===== config.mk =====
export PLATFORM = sky130hd
export DESIGN_NAME = sr_tune_ctrl
export DESIGN_NICKNAME = d
export VERILOG_FILES = /design/src/rtl/sr_tune_pkg.sv /design/src/rtl/sr_tune_ctrl_sync2.sv /design/src/rtl/sr_tune_ctrl.sv
export SDC_FILE = /design/constraint.sdc
export NUM_CORES = 1
export LEC_CHECK = 0
export BUFFER_PORTS_ARGS = -buffer_cell sky130_fd_sc_hd__buf_4
export CORE_ASPECT_RATIO = 1.2
export CORE_MARGIN = 1
export CORE_UTILIZATION = 47
export CTS_CLUSTER_SIZE = 25
export DETAILED_ROUTE_END_ITERATION = 12
export GPL_TIMING_DRIVEN = 0
export PLACE_DENSITY_LB_ADDON = 0.25
export SLEW_MARGIN = 20
export SYNTH_ARGS = -nofsm -noshare
export SYNTH_HDL_FRONTEND = slang
export SYNTH_HIERARCHICAL = 1
export SYNTH_SLANG_ARGS = --single-unit

===== constraint.sdc =====
create_clock -name clk -period 1.9 [get_ports clk]
set_input_delay 0 -clock clk [delete_from_list [all_inputs] [get_ports clk]]
set_output_delay 0 -clock clk [all_outputs]
set_load 0.05 [all_outputs]

===== src/rtl/sr_tune_pkg.sv =====
// Shared constants for the fine/coarse delay-line calibration sequencer:
// FSM state encoding and the default timing and lock parameters.
package sr_tune_pkg;

  localparam int unsigned SETTLE_DEF     = 4;
  localparam int unsigned LOCK_CNT_DEF   = 8;
  localparam int unsigned UNLOCK_RUN_DEF = 4;

  localparam logic [2:0] ST_IDLE   = 3'd0;
  localparam logic [2:0] ST_C_WAIT = 3'd1;
  localparam logic [2:0] ST_C_DEC  = 3'd2;
  localparam logic [2:0] ST_F_WAIT = 3'd3;
  localparam logic [2:0] ST_F_DEC  = 3'd4;
  localparam logic [2:0] ST_ERROR  = 3'd5;

  typedef enum logic [2:0] {
    S_IDLE   = ST_IDLE,
    S_C_WAIT = ST_C_WAIT,
    S_C_DEC  = ST_C_DEC,
    S_F_WAIT = ST_F_WAIT,
    S_F_DEC  = ST_F_DEC,
    S_ERROR  = ST_ERROR
  } state_t;

endpackage


===== src/rtl/sr_tune_ctrl_sync2.sv =====
// Two-flop synchronizer for a single asynchronous level (the comparator).
module sync2 (
  input  logic clk,
  input  logic rst,
  input  logic i_d,
  output logic o_q
);

  logic r_meta;
  logic r_sync;

  // Shift the asynchronous input through two flops to resolve metastability.
  always_ff @(posedge clk or negedge rst) begin
    if (!rst) begin
      r_meta <= 1'b0;
      r_sync <= 1'b0;
    end else begin
      // NOTE: non-blocking so both flops sample the values from before the edge;
      // blocking here would collapse the chain into a single flop.
      r_meta <= i_d;
      r_sync <= r_meta;
    end
  end

  assign o_q = r_sync;

endmodule


===== src/rtl/sr_tune_ctrl.sv =====
// Calibration sequencer: a coarse sign search followed by fine tracking with
// lock/unlock hysteresis. Emits one-cycle step pulses toward the shift-register
// pair and flags a step request at the code limit as a sticky saturation error.
module sr_tune_ctrl
  import sr_tune_pkg::*;
#(
  parameter int L          = 16,
  parameter int M          = 16,
  parameter int SETTLE     = SETTLE_DEF,
  parameter int LOCK_CNT   = LOCK_CNT_DEF,
  parameter int UNLOCK_RUN = UNLOCK_RUN_DEF
) (
  input  logic         clk,
  input  logic         rst,
  input  logic         start,
  input  logic         abort,
  input  logic         comp,
  input  logic [L-1:0] fine_code,
  input  logic [M-1:0] coarse_code,
  output logic         fine_en,
  output logic         coarse_en,
  output logic         up,
  output logic         sr_dir,
  output logic         busy,
  output logic         locked,
  output logic         sat_err
);

  // Settle counter only has to hold SETTLE-1; the lock counters must be able to
  // reach their thresholds, hence the +1 before $clog2.
  localparam int SW = (SETTLE > 1) ? $clog2(SETTLE) : 1;
  localparam int AW = $clog2(LOCK_CNT + 1);
  localparam int RW = $clog2(UNLOCK_RUN + 1);

  state_t        r_state;
  logic [SW-1:0] r_settle_cnt;
  logic [AW-1:0] r_alt_cnt;
  logic [RW-1:0] r_run_cnt;
  logic          r_first;
  logic          r_prev_c;
  logic          r_prev_f;
  logic          r_fine_en;
  logic          r_coarse_en;
  logic          r_up;
  logic          r_sr_dir;
  logic          r_busy;
  logic          r_locked;
  logic          r_sat_err;

  logic          w_s;
  logic          w_c_limit;
  logic          w_f_limit;
  logic [AW-1:0] w_alt_nxt;
  logic [RW-1:0] w_run_nxt;

  sync2 u_comp_sync (
    .clk (clk),
    .rst (rst),
    .i_d (comp),
    .o_q (w_s)
  );

  // A coarse step is refused when the coarse code is already pinned in the
  // requested direction; a fine step only when both codes are pinned, since
  // fine carries roll into the coarse stage outside this block.
  assign w_c_limit = w_s ? coarse_code[M-1] : ~coarse_code[0];
  assign w_f_limit = w_s ? ((&fine_code) & (&coarse_code))
                         : (~(|fine_code) & ~(|coarse_code));

  // Next alternation / run counts for the fine sample being decided now.
  // A zero run count marks the first fine sample after entering the phase.
  always_comb begin
    // NOTE: every output of this block gets a default first so no path
    // leaves a value held, which would infer a latch.
    w_alt_nxt = '0;
    w_run_nxt = RW'(1);
    if (r_run_cnt != '0) begin
      if (w_s != r_prev_f) begin
        w_alt_nxt = (r_alt_cnt == AW'(LOCK_CNT)) ? r_alt_cnt : r_alt_cnt + 1'b1;
      end else begin
        w_run_nxt = (r_run_cnt == RW'(UNLOCK_RUN)) ? r_run_cnt : r_run_cnt + 1'b1;
      end
    end
  end

  // Sequencer FSM with all outputs registered alongside the state.
  always_ff @(posedge clk or negedge rst) begin
    if (!rst) begin
      r_state      <= S_IDLE;
      r_settle_cnt <= '0;
      r_alt_cnt    <= '0;
      r_run_cnt    <= '0;
      r_first      <= 1'b0;
      r_prev_c     <= 1'b0;
      r_prev_f     <= 1'b0;
      r_fine_en    <= 1'b0;
      r_coarse_en  <= 1'b0;
      r_up         <= 1'b0;
      r_sr_dir     <= 1'b0;
      r_busy       <= 1'b0;
      r_locked     <= 1'b0;
      r_sat_err    <= 1'b0;
    end else begin
      r_fine_en   <= 1'b0;
      r_coarse_en <= 1'b0;
      if (abort) begin
        r_state      <= S_IDLE;
        r_settle_cnt <= '0;
        r_alt_cnt    <= '0;
        r_run_cnt    <= '0;
        r_first      <= 1'b0;
        r_up         <= 1'b0;
        r_sr_dir     <= 1'b0;
        r_busy       <= 1'b0;
        r_locked     <= 1'b0;
      end else begin
        case (r_state)
          S_IDLE, S_ERROR: begin
            if (start) begin
              r_state      <= S_C_WAIT;
              r_settle_cnt <= SW'(SETTLE - 1);
              r_first      <= 1'b1;
              r_sat_err    <= 1'b0;
              r_busy       <= 1'b1;
            end
          end
          S_C_WAIT: begin
            if (r_settle_cnt == '0) r_state <= S_C_DEC;
            else                    r_settle_cnt <= r_settle_cnt - 1'b1;
          end
          S_C_DEC: begin
            if (r_first || (w_s == r_prev_c)) begin
              if (w_c_limit) begin
                r_state   <= S_ERROR;
                r_sat_err <= 1'b1;
                r_busy    <= 1'b0;
                r_locked  <= 1'b0;
              end else begin
                r_coarse_en  <= 1'b1;
                r_up         <= w_s;
                r_prev_c     <= w_s;
                r_first      <= 1'b0;
                r_settle_cnt <= SW'(SETTLE - 1);
                r_state      <= S_C_WAIT;
              end
            end else begin
              // Sign flipped: the coarse stage has bracketed the target.
              r_alt_cnt    <= '0;
              r_run_cnt    <= '0;
              r_settle_cnt <= SW'(SETTLE - 1);
              r_state      <= S_F_WAIT;
            end
          end
          S_F_WAIT: begin
            if (r_settle_cnt == '0) r_state <= S_F_DEC;
            else                    r_settle_cnt <= r_settle_cnt - 1'b1;
          end
          S_F_DEC: begin
            if (w_f_limit) begin
              r_state   <= S_ERROR;
              r_sat_err <= 1'b1;
              r_busy    <= 1'b0;
              r_locked  <= 1'b0;
            end else begin
              r_fine_en    <= 1'b1;
              r_sr_dir     <= w_s;
              r_prev_f     <= w_s;
              r_alt_cnt    <= w_alt_nxt;
              r_run_cnt    <= w_run_nxt;
              r_settle_cnt <= SW'(SETTLE - 1);
              r_state      <= S_F_WAIT;
              if (w_alt_nxt == AW'(LOCK_CNT))        r_locked <= 1'b1;
              else if (w_run_nxt == RW'(UNLOCK_RUN)) r_locked <= 1'b0;
            end
          end
          default: begin
            r_state <= S_IDLE;
            r_busy  <= 1'b0;
          end
        endcase
      end
    end
  end

  assign fine_en   = r_fine_en;
  assign coarse_en = r_coarse_en;
  assign up        = r_up;
  assign sr_dir    = r_sr_dir;
  assign busy      = r_busy;
  assign locked    = r_locked;
  assign sat_err   = r_sat_err;

endmodule


==> results_tabular.tex, run 1 <==
\begin{tabular}{lr}
\hline
Metric & Value \\
\hline
\multicolumn{2}{l}{\textbf{Cells and area}} \\
Combined area of the multi-input logic cells & 980.9 sq um \\
Final non-filler cell total & 273 \\
\# fillers & 298 \\
Reg area & 600.6 sq um \\
Number of diodes added for antenna fixing & 0 \\
Synthesis-to-finish area growth & 30.72\% \\
Total Nets Final & 279 \\
Final Util & 0.6420 \\
Layout cells sized above 1 & 0.2966 \\
\multicolumn{2}{l}{\textbf{Yosys}} \\
Cell type with the highest aggregate area in the netlist & sky130\_fd\_sc\_hd\_\_dfrtp\_1 \\
Most used standard cell by instance count after synthesis & sky130\_fd\_sc\_hd\_\_dfrtp\_1 \\
Number of standard cells after synthesis & 184 \\
Syn Nets & 226 \\
Register bit total from synthesis & 24 \\
Number of synthesis warnings & 6 \\
Commonest cells in the synthesized netlist & sky130\_fd\_sc\_hd\_\_dfrtp\_1 (24), sky130\_fd\_sc\_hd\_\_nand2\_1 (22), sky130\_fd\_sc\_hd\_\_nor2\_1 (15) \\
Post-synthesis instance area & 1625 sq um \\
Async S/R FF share, synth & 1.000 \\
Cell types with the largest area share after synthesis & sky130\_fd\_sc\_hd\_\_dfrtp\_1 (37\%), sky130\_fd\_sc\_hd\_\_nand2\_1 (5.1\%), sky130\_fd\_sc\_hd\_\_ha\_1 (3.8\%), sky130\_fd\_sc\_hd\_\_mux2\_2 (3.5\%), sky130\_fd\_sc\_hd\_\_nand4\_1 (3.5\%) \\
Sequential share of the synthesized area & 0.3695 \\
Post-synth EDFFs & 0 \\
Mean area per synthesized cell & 8.833 sq um \\
Dominant register cell in the synthesized netlist & sky130\_fd\_sc\_hd\_\_dfrtp\_1 \\
Post-synth top area share & 0.3695 \\
Count of distinct cell types in the synthesized netlist & 49 \\
\multicolumn{2}{l}{\textbf{Floorplan}} \\
Die footprint & 3698 sq um \\
Placeable core region & 3309 sq um \\
Initial Utilization & 0.4911 \\
Num rows & 23 \\
X dimension of the die & 55.68 um \\
I/O pin count & 44 \\
Chip Height & 66.42 um \\
\multicolumn{2}{l}{\textbf{Worst setup path}} \\
Worst endpoint data arrival time & 1.98 ns \\
Peak per-stage delay on the critical path & 0.37 ns \\
Worst flop-to-flop path startpoint & r\_state[1] \\
FF-to-FF path depth & 5 \\
Worst path required time & 2.07 ns \\
CP max FO & 10 \\
Sort of element at the end of the critical path & flip-flop \\
Flop-to-flop setup slack & 0.08 ns \\
Sequence of cells on the critical path & buf\_2 > nor3b\_4 > o211ai\_4 > nor3\_2 > mux2\_2 \\
Startpoint kind of the worst setup timing path & flip-flop \\
Cell at the slowest stage of the critical path & sky130\_fd\_sc\_hd\_\_nor3b\_4 \\
Endpoint of the worst-slack reg-to-reg timing path & r\_prev\_c \\
Type of the setup path with the least slack & reg2reg \\
\multicolumn{2}{l}{\textbf{Timing}} \\
Count of endpoints failing hold in the final timing report & 0 \\
Pin slew with the least headroom to its limit & 0.5369 ns \\
Max Clock Freq & 550.8 MHz \\
Worst Setup Slack, final & 0.08453 ns \\
Minimum clock period & 1.815 ns \\
Share of the cycle needed by the critical path after routing & 0.9555 \\
Setup repair after global routing missed its margin & yes \\
Setup violators final & 0 \\
Final worst clock skew & 0.002593 ns \\
Pins over their slew limit & 0 \\
Max\_slew headroom & 0.6421 \\
\multicolumn{2}{l}{\textbf{Hold path}} \\
Worst min-delay path class & in2async \\
\multicolumn{2}{l}{\textbf{Routing}} \\
DRC violation count after routing & 0 \\
Number of detailed-route iterations in the first pass & 4 \\
Via Count & 1,603 \\
WL/cell & 14.15 um \\
Violation count after the first detailed-routing iteration & 32 \\
Drt total wl & 3.862 mm \\
Post-DR vias/cell & 5.872 \\
Antenna Nets Post-Route & 0 \\
\multicolumn{2}{l}{\textbf{Global route}} \\
Overflow left after global routing & 0 \\
Initial antenna violation count & 0 \\
Global Route Usage Sum & 0.2213 \\
Largest net degree at the start of global routing & 25 \\
Vias in the first global route & 1,501 \\
Global-route wire length before repair & 6.354 mm \\
\multicolumn{2}{l}{\textbf{Run status}} \\
Status & finished clean \\
\multicolumn{2}{l}{\textbf{CTS}} \\
Number of buffers added by the clock tree synthesis step & 3 \\
H-tree depth & 1 \\
Buffer depth of the longest clock path & 2 \\
Clock transition at the registers of the reported paths & 0.08 ns \\
TritonCTS clock tree & built \\
Clock tree sinks & 24 \\
Clock latency of the later-clocked register in the worst-skew pair & 0.27 ns \\
Clock root cell & sky130\_fd\_sc\_hd\_\_clkbuf\_8 \\
\multicolumn{2}{l}{\textbf{Power and ir drop}} \\
P per Cell Area & 702.8 nW/um\^{}2 \\
P\_leak & 0.0009549 uW \\
VDD IR max & 563.3 uV \\
Power consumption & 1493 uW \\
\multicolumn{2}{l}{\textbf{Place}} \\
Placed wire-length estimate & 2.953 mm \\
Number of buffers inserted by port buffering & 43 \\
RD Place Congestion & 0.8188 \\
Number of placed cells counting well taps & 264 \\
Worst slack at placement & -0.05374 ns \\
\multicolumn{2}{l}{\textbf{Run}} \\
Maximum Capacitance Violations & 0 \\
\hline
\end{tabular}
[power by group]
group / internal [uW] / switching [uW]
clock network: 186 / 170
logic: 219 / 289
registers: 572 / 57.2
[flip-flops by register name (all words and copies together), names as in the netlist, 2 cells and up]
register,count
r_run_cnt,3
r_alt_cnt,4
r_state,3
r_settle_cnt,2
[kinds of logic (layout without fill, tap and decap cells)]
logic type      Yosys count  after routing  synth area share
simple gates             84             84            0.2825
compound gates           43             43            0.1901
flops                    24             24            0.3695
buf+inv                  16             68           0.04542
fa+ha+maj                 6              6           0.04465
mux                       6              6           0.04080
xor+xnor                  5              5           0.02695
[area by class of cell]
class,count,area share
multi-input cells,144,0.4617
flip-flops and latches,24,0.2827
repair buffers,48,0.1731
clock buffers,4,0.02591
well taps,37,0.02179
inverters,11,0.01943
plain buffers,5,0.01531
[placed cells by master (no fill, tap or decap), types with 7 or more instances in the layout]
cell type | synthesis | final
sky130_fd_sc_hd__o21ai_0 | 7 | 7
sky130_fd_sc_hd__dfrtp_1 | 24 | 24
sky130_fd_sc_hd__nor4_1 | 8 | 7
sky130_fd_sc_hd__nand2_1 | 22 | 22
sky130_fd_sc_hd__nand4_1 | 9 | 9
sky130_fd_sc_hd__buf_4 | 0 | 45
sky130_fd_sc_hd__inv_1 | 11 | 11
sky130_fd_sc_hd__a21oi_1 | 9 | 9
sky130_fd_sc_hd__nor2_1 | 15 | 15
[metal layers]
metal	global-route usage	wire, um	vias to the layer above	share of wire
li1	-	-	791	-
met4	0.08438	59	0	0.015
met3	0.01957	180	5	0.047
met1	0.2457	1546	753	0.40
met2	0.4337	2075	54	0.54
met5	0	0	-	0
[worst max path at each step]
stage / from / end / slack, ns / cells after the start
after floorplan: u_comp_sync/o_q / r_state[1] / 0.11 / 7
after global placement: r_state[1] / r_prev_c / -0.04 / 5
after detailed placement: u_comp_sync/o_q / r_state[1] / -0.05 / 7
after CTS: r_state[1] / r_prev_c / 0.02 / 5
after global routing: u_comp_sync/o_q / r_state[1] / -0.01 / 7
final: r_state[1] / r_prev_c / 0.08 / 5
[worst max-delay path, delay by kind of cell, from the launching register on]
kind / cells / cell delay, ns
and+or+nand+nor: 2 / 0.62
muxes: 1 / 0.36
DFF: 1 / 0.32
buffers and inverters: 1 / 0.21
AOI/OAI and AO/OA: 1 / 0.20
[stage by stage]
| step | TNS, ns | instance area (sq um) | hold WS, ns |
|---|---|---|---|
| after global placement | -0.09461 | 1994 | -0.07849 |
| after detailed placement | -0.1461 | 1994 | -0.08180 |
| final | 0 | 2125 | 0.1495 |
| after CTS | 0 | 2092 | 0.1517 |
| after floorplan | 0 | 1625 | -0.2956 |
| after global routing | -0.02641 | 2125 | 0.1966 |
[repair_timing]
action / in CTS / in global routing
setup endpoints to repair: 6 / 10
cloned: 0 / 0
pin swaps: 1 / 3
setup buffers: 1 / 1
hold endpoints to repair: 26 / 0
resized for setup: 1 / 4
hold buffers: 3 / 0
No activity file was read; power rests on OpenSTA's default activity.
==> run 2: changes to the inputs <==
Settings changed: CORE_UTILIZATION 47 to 49, CTS_BUF_LIST from default to sky130_fd_sc_hd__clkbuf_4 sky130_fd_sc_hd__clkbuf_8.
==> results_tabular.tex, run 2 (same netlist as run 1, synthesis figures left out) <==
\begin{tabular}{lr}
\hline
Metric & Value \\
\hline
\multicolumn{2}{l}{\textbf{Worst setup path}} \\
CP max FO & 10 \\
Worst path required time & 2.10 ns \\
Worst endpoint data arrival time & 2.03 ns \\
FF-to-FF path depth & 7 \\
Cell at the slowest stage of the critical path & sky130\_fd\_sc\_hd\_\_dfrtp\_1 \\
Sort of element at the end of the critical path & flip-flop \\
Sequence of cells on the critical path & nor4\_1 > nand4\_1 > or3\_4 > nand4\_4 > buf\_8 > mux2i\_1 > nor2\_1 \\
Startpoint kind of the worst setup timing path & flip-flop \\
Peak per-stage delay on the critical path & 0.42 ns \\
Worst flop-to-flop path startpoint & u\_comp\_sync/o\_q \\
Endpoint of the worst-slack reg-to-reg timing path & sr\_dir \\
Flop-to-flop setup slack & 0.07 ns \\
Type of the setup path with the least slack & reg2reg \\
\multicolumn{2}{l}{\textbf{Power and ir drop}} \\
Internal power consumption & 918.7 uW \\
VDD IR max & 596.1 uV \\
Switching fraction of total power & 0.3560 \\
Gate power share & 0.364 \\
P\_leak & 0.0009557 uW \\
Relative contribution of sequential cells to total power & 0.446 \\
Clock Power Share & 0.189 \\
Switching power total & 507.8 uW \\
P per Cell Area & 673.8 nW/um\^{}2 \\
\multicolumn{2}{l}{\textbf{Run status}} \\
Status & finished clean \\
\multicolumn{2}{l}{\textbf{Place}} \\
Number of placed cells counting well taps & 263 \\
Number of buffers inserted by port buffering & 43 \\
Total placed instance area & 1993 sq um \\
RD Place Congestion & 0.7892 \\
Placed wire-length estimate & 2.887 mm \\
\multicolumn{2}{l}{\textbf{Routing}} \\
Antenna Nets Post-Route & 0 \\
WL/cell & 13.73 um \\
DRC violation count after routing & 0 \\
Violation count after the first detailed-routing iteration & 38 \\
Number of detailed-route iterations in the first pass & 4 \\
Post-DR vias/cell & 5.813 \\
Via Count & 1,587 \\
Drt total wl & 3.748 mm \\
\multicolumn{2}{l}{\textbf{Hold path}} \\
Depth of the worst hold-timing path & 4 \\
Startpoint of the worst hold path & start \\
Worst min-delay path class & in2reg \\
Endpoint of the worst hold-timing path & sat\_err \\
\multicolumn{2}{l}{\textbf{CTS}} \\
Clock latency of the later-clocked register in the worst-skew pair & 0.32 ns \\
Number of buffers added by the clock tree synthesis step & 3 \\
Clock transition at the registers of the reported paths & 0.13 ns \\
Buffer depth of the longest clock path & 2 \\
Clock tree sinks & 24 \\
H-tree depth & 1 \\
TritonCTS clock tree & built \\
Clock root cell & sky130\_fd\_sc\_hd\_\_clkbuf\_4 \\
\multicolumn{2}{l}{\textbf{Global route}} \\
Vias in the first global route & 1,506 \\
Overflow left after global routing & 0 \\
Global-route wire length before repair & 6.058 mm \\
Global Route Usage Sum & 0.2307 \\
Initial antenna violation count & 0 \\
Largest net degree at the start of global routing & 25 \\
\multicolumn{2}{l}{\textbf{Cells and area}} \\
Final non-filler cell total & 273 \\
Summed area of non-filler cells in the final layout & 2117 sq um \\
Synthesis-to-finish area growth & 30.25\% \\
Layout cells sized above 1 & 0.2954 \\
Number of diodes added for antenna fixing & 0 \\
Largest registers & r\_alt\_cnt x4, r\_run\_cnt x3, r\_state x3 \\
Commonest non-fill, non-tap cell in the layout & sky130\_fd\_sc\_hd\_\_buf\_4 \\
Commonest non-fill, non-tap cells in the layout & sky130\_fd\_sc\_hd\_\_buf\_4 (46), sky130\_fd\_sc\_hd\_\_dfrtp\_1 (24), sky130\_fd\_sc\_hd\_\_nand2\_1 (22) \\
Total Nets Final & 280 \\
Flip-flop count of the largest register after layout & 4 \\
Register with the most flip-flops & r\_alt\_cnt \\
\multicolumn{2}{l}{\textbf{Timing}} \\
Final worst clock skew & 0.001429 ns \\
Setup violators final & 0 \\
Pins over their slew limit & 0 \\
Max\_slew headroom & 0.6709 \\
Post-route worst hold slack & 0.09150 ns \\
Max Clock Freq & 545.8 MHz \\
Minimum clock period & 1.832 ns \\
Count of endpoints failing hold in the final timing report & 0 \\
Share of the cycle needed by the critical path after routing & 0.9643 \\
Pin slew with the least headroom to its limit & 0.4937 ns \\
Setup repair after global routing missed its margin & yes \\
TNS Setup & 0 ns \\
\multicolumn{2}{l}{\textbf{Floorplan}} \\
Num rows & 22 \\
Initial Utilization & 0.5225 \\
Chip Height & 65.09 um \\
X dimension of the die & 54.58 um \\
Die footprint & 3552 sq um \\
Placeable core region & 3110 sq um \\
I/O pin count & 44 \\
\multicolumn{2}{l}{\textbf{Run}} \\
Maximum Capacitance Violations & 0 \\
\hline
\end{tabular}
[run 2: changes by cell type in the layout (fill, tap and decap cells not counted)]
cell,before,now
sky130_fd_sc_hd__clkbuf_4,0,3
sky130_fd_sc_hd__clkbuf_8,4,1
sky130_fd_sc_hd__buf_4,45,46
sky130_fd_sc_hd__nor4_1,7,8
sky130_fd_sc_hd__nor4_2,1,0
sky130_fd_sc_hd__xor2_2,1,0
sky130_fd_sc_hd__xor2_4,0,1
[run 2: worst max path at each step]
stage	from	end	cells after the start
final	u_comp_sync/o_q	sr_dir	7
after global routing	u_comp_sync/o_q	sr_dir	7
after CTS	u_comp_sync/o_q	r_alt_cnt[0]	6
after detailed placement	u_comp_sync/o_q	sr_dir	7
after global placement	u_comp_sync/o_q	r_state[1]	7
after floorplan	u_comp_sync/o_q	r_state[1]	7
[run 2: layer usage]
layer	global-route usage	part of all wire	vias to the layer above	wire, um
li1	-	-	791	-
met1	0.2568	0.43	745	1626
met4	0.06731	0.010	0	38
met5	0	0	-	0
met2	0.4375	0.52	47	1946
met3	0.02315	0.037	4	137
[run 2: layout make-up]
class,count,area (sq um)
sequential,24,600.6
fill,280,993.5
timing repair buffer,49,375.4
multi-input combinational,144,985.9
clock buffer,4,36.28
buffer,5,32.53
inverter,11,41.29
tap,36,45.04
[run 2: power groups by stage]
stage	combinational [uW]	sequential (uW)	clock, uW
floorplan	268	680	0
detailed placement	480	638	0
CTS	493	627	277
global placement	470	635	0
global route	571	645	298
finish	519	637	270
[run 2: through the flow]
stage            util  setup WS [ns]  total power, uW
2_1_floorplan       -         0.1126            947.8
5_1_grt        0.6806       -0.03861             1513
3_3_place_gp   0.6408       -0.07137             1106
6_report       0.6806        0.06785             1426
4_1_cts        0.6661        0.01154             1398
3_5_place_dp   0.6408       -0.08638             1118
[run 2: worst max-delay path: cells and delay by family (launching register included)]
kind	cells	cell delay, ns
buf+inv	1	0.16
mux	1	0.21
simple gates	5	0.94
flops	1	0.42
[run 2: what timing repair did]
| item | in CTS | in global routing |
|---|---|---|
| buffers inserted | 1 | 2 |
| setup endpoints to repair | 11 | 8 |
| pin swaps | 1 | 0 |
| hold endpoints to repair | 26 | 0 |
| resized for setup | 1 | 4 |
| hold buffers | 3 | 0 |
| gates cloned | 0 | 0 |
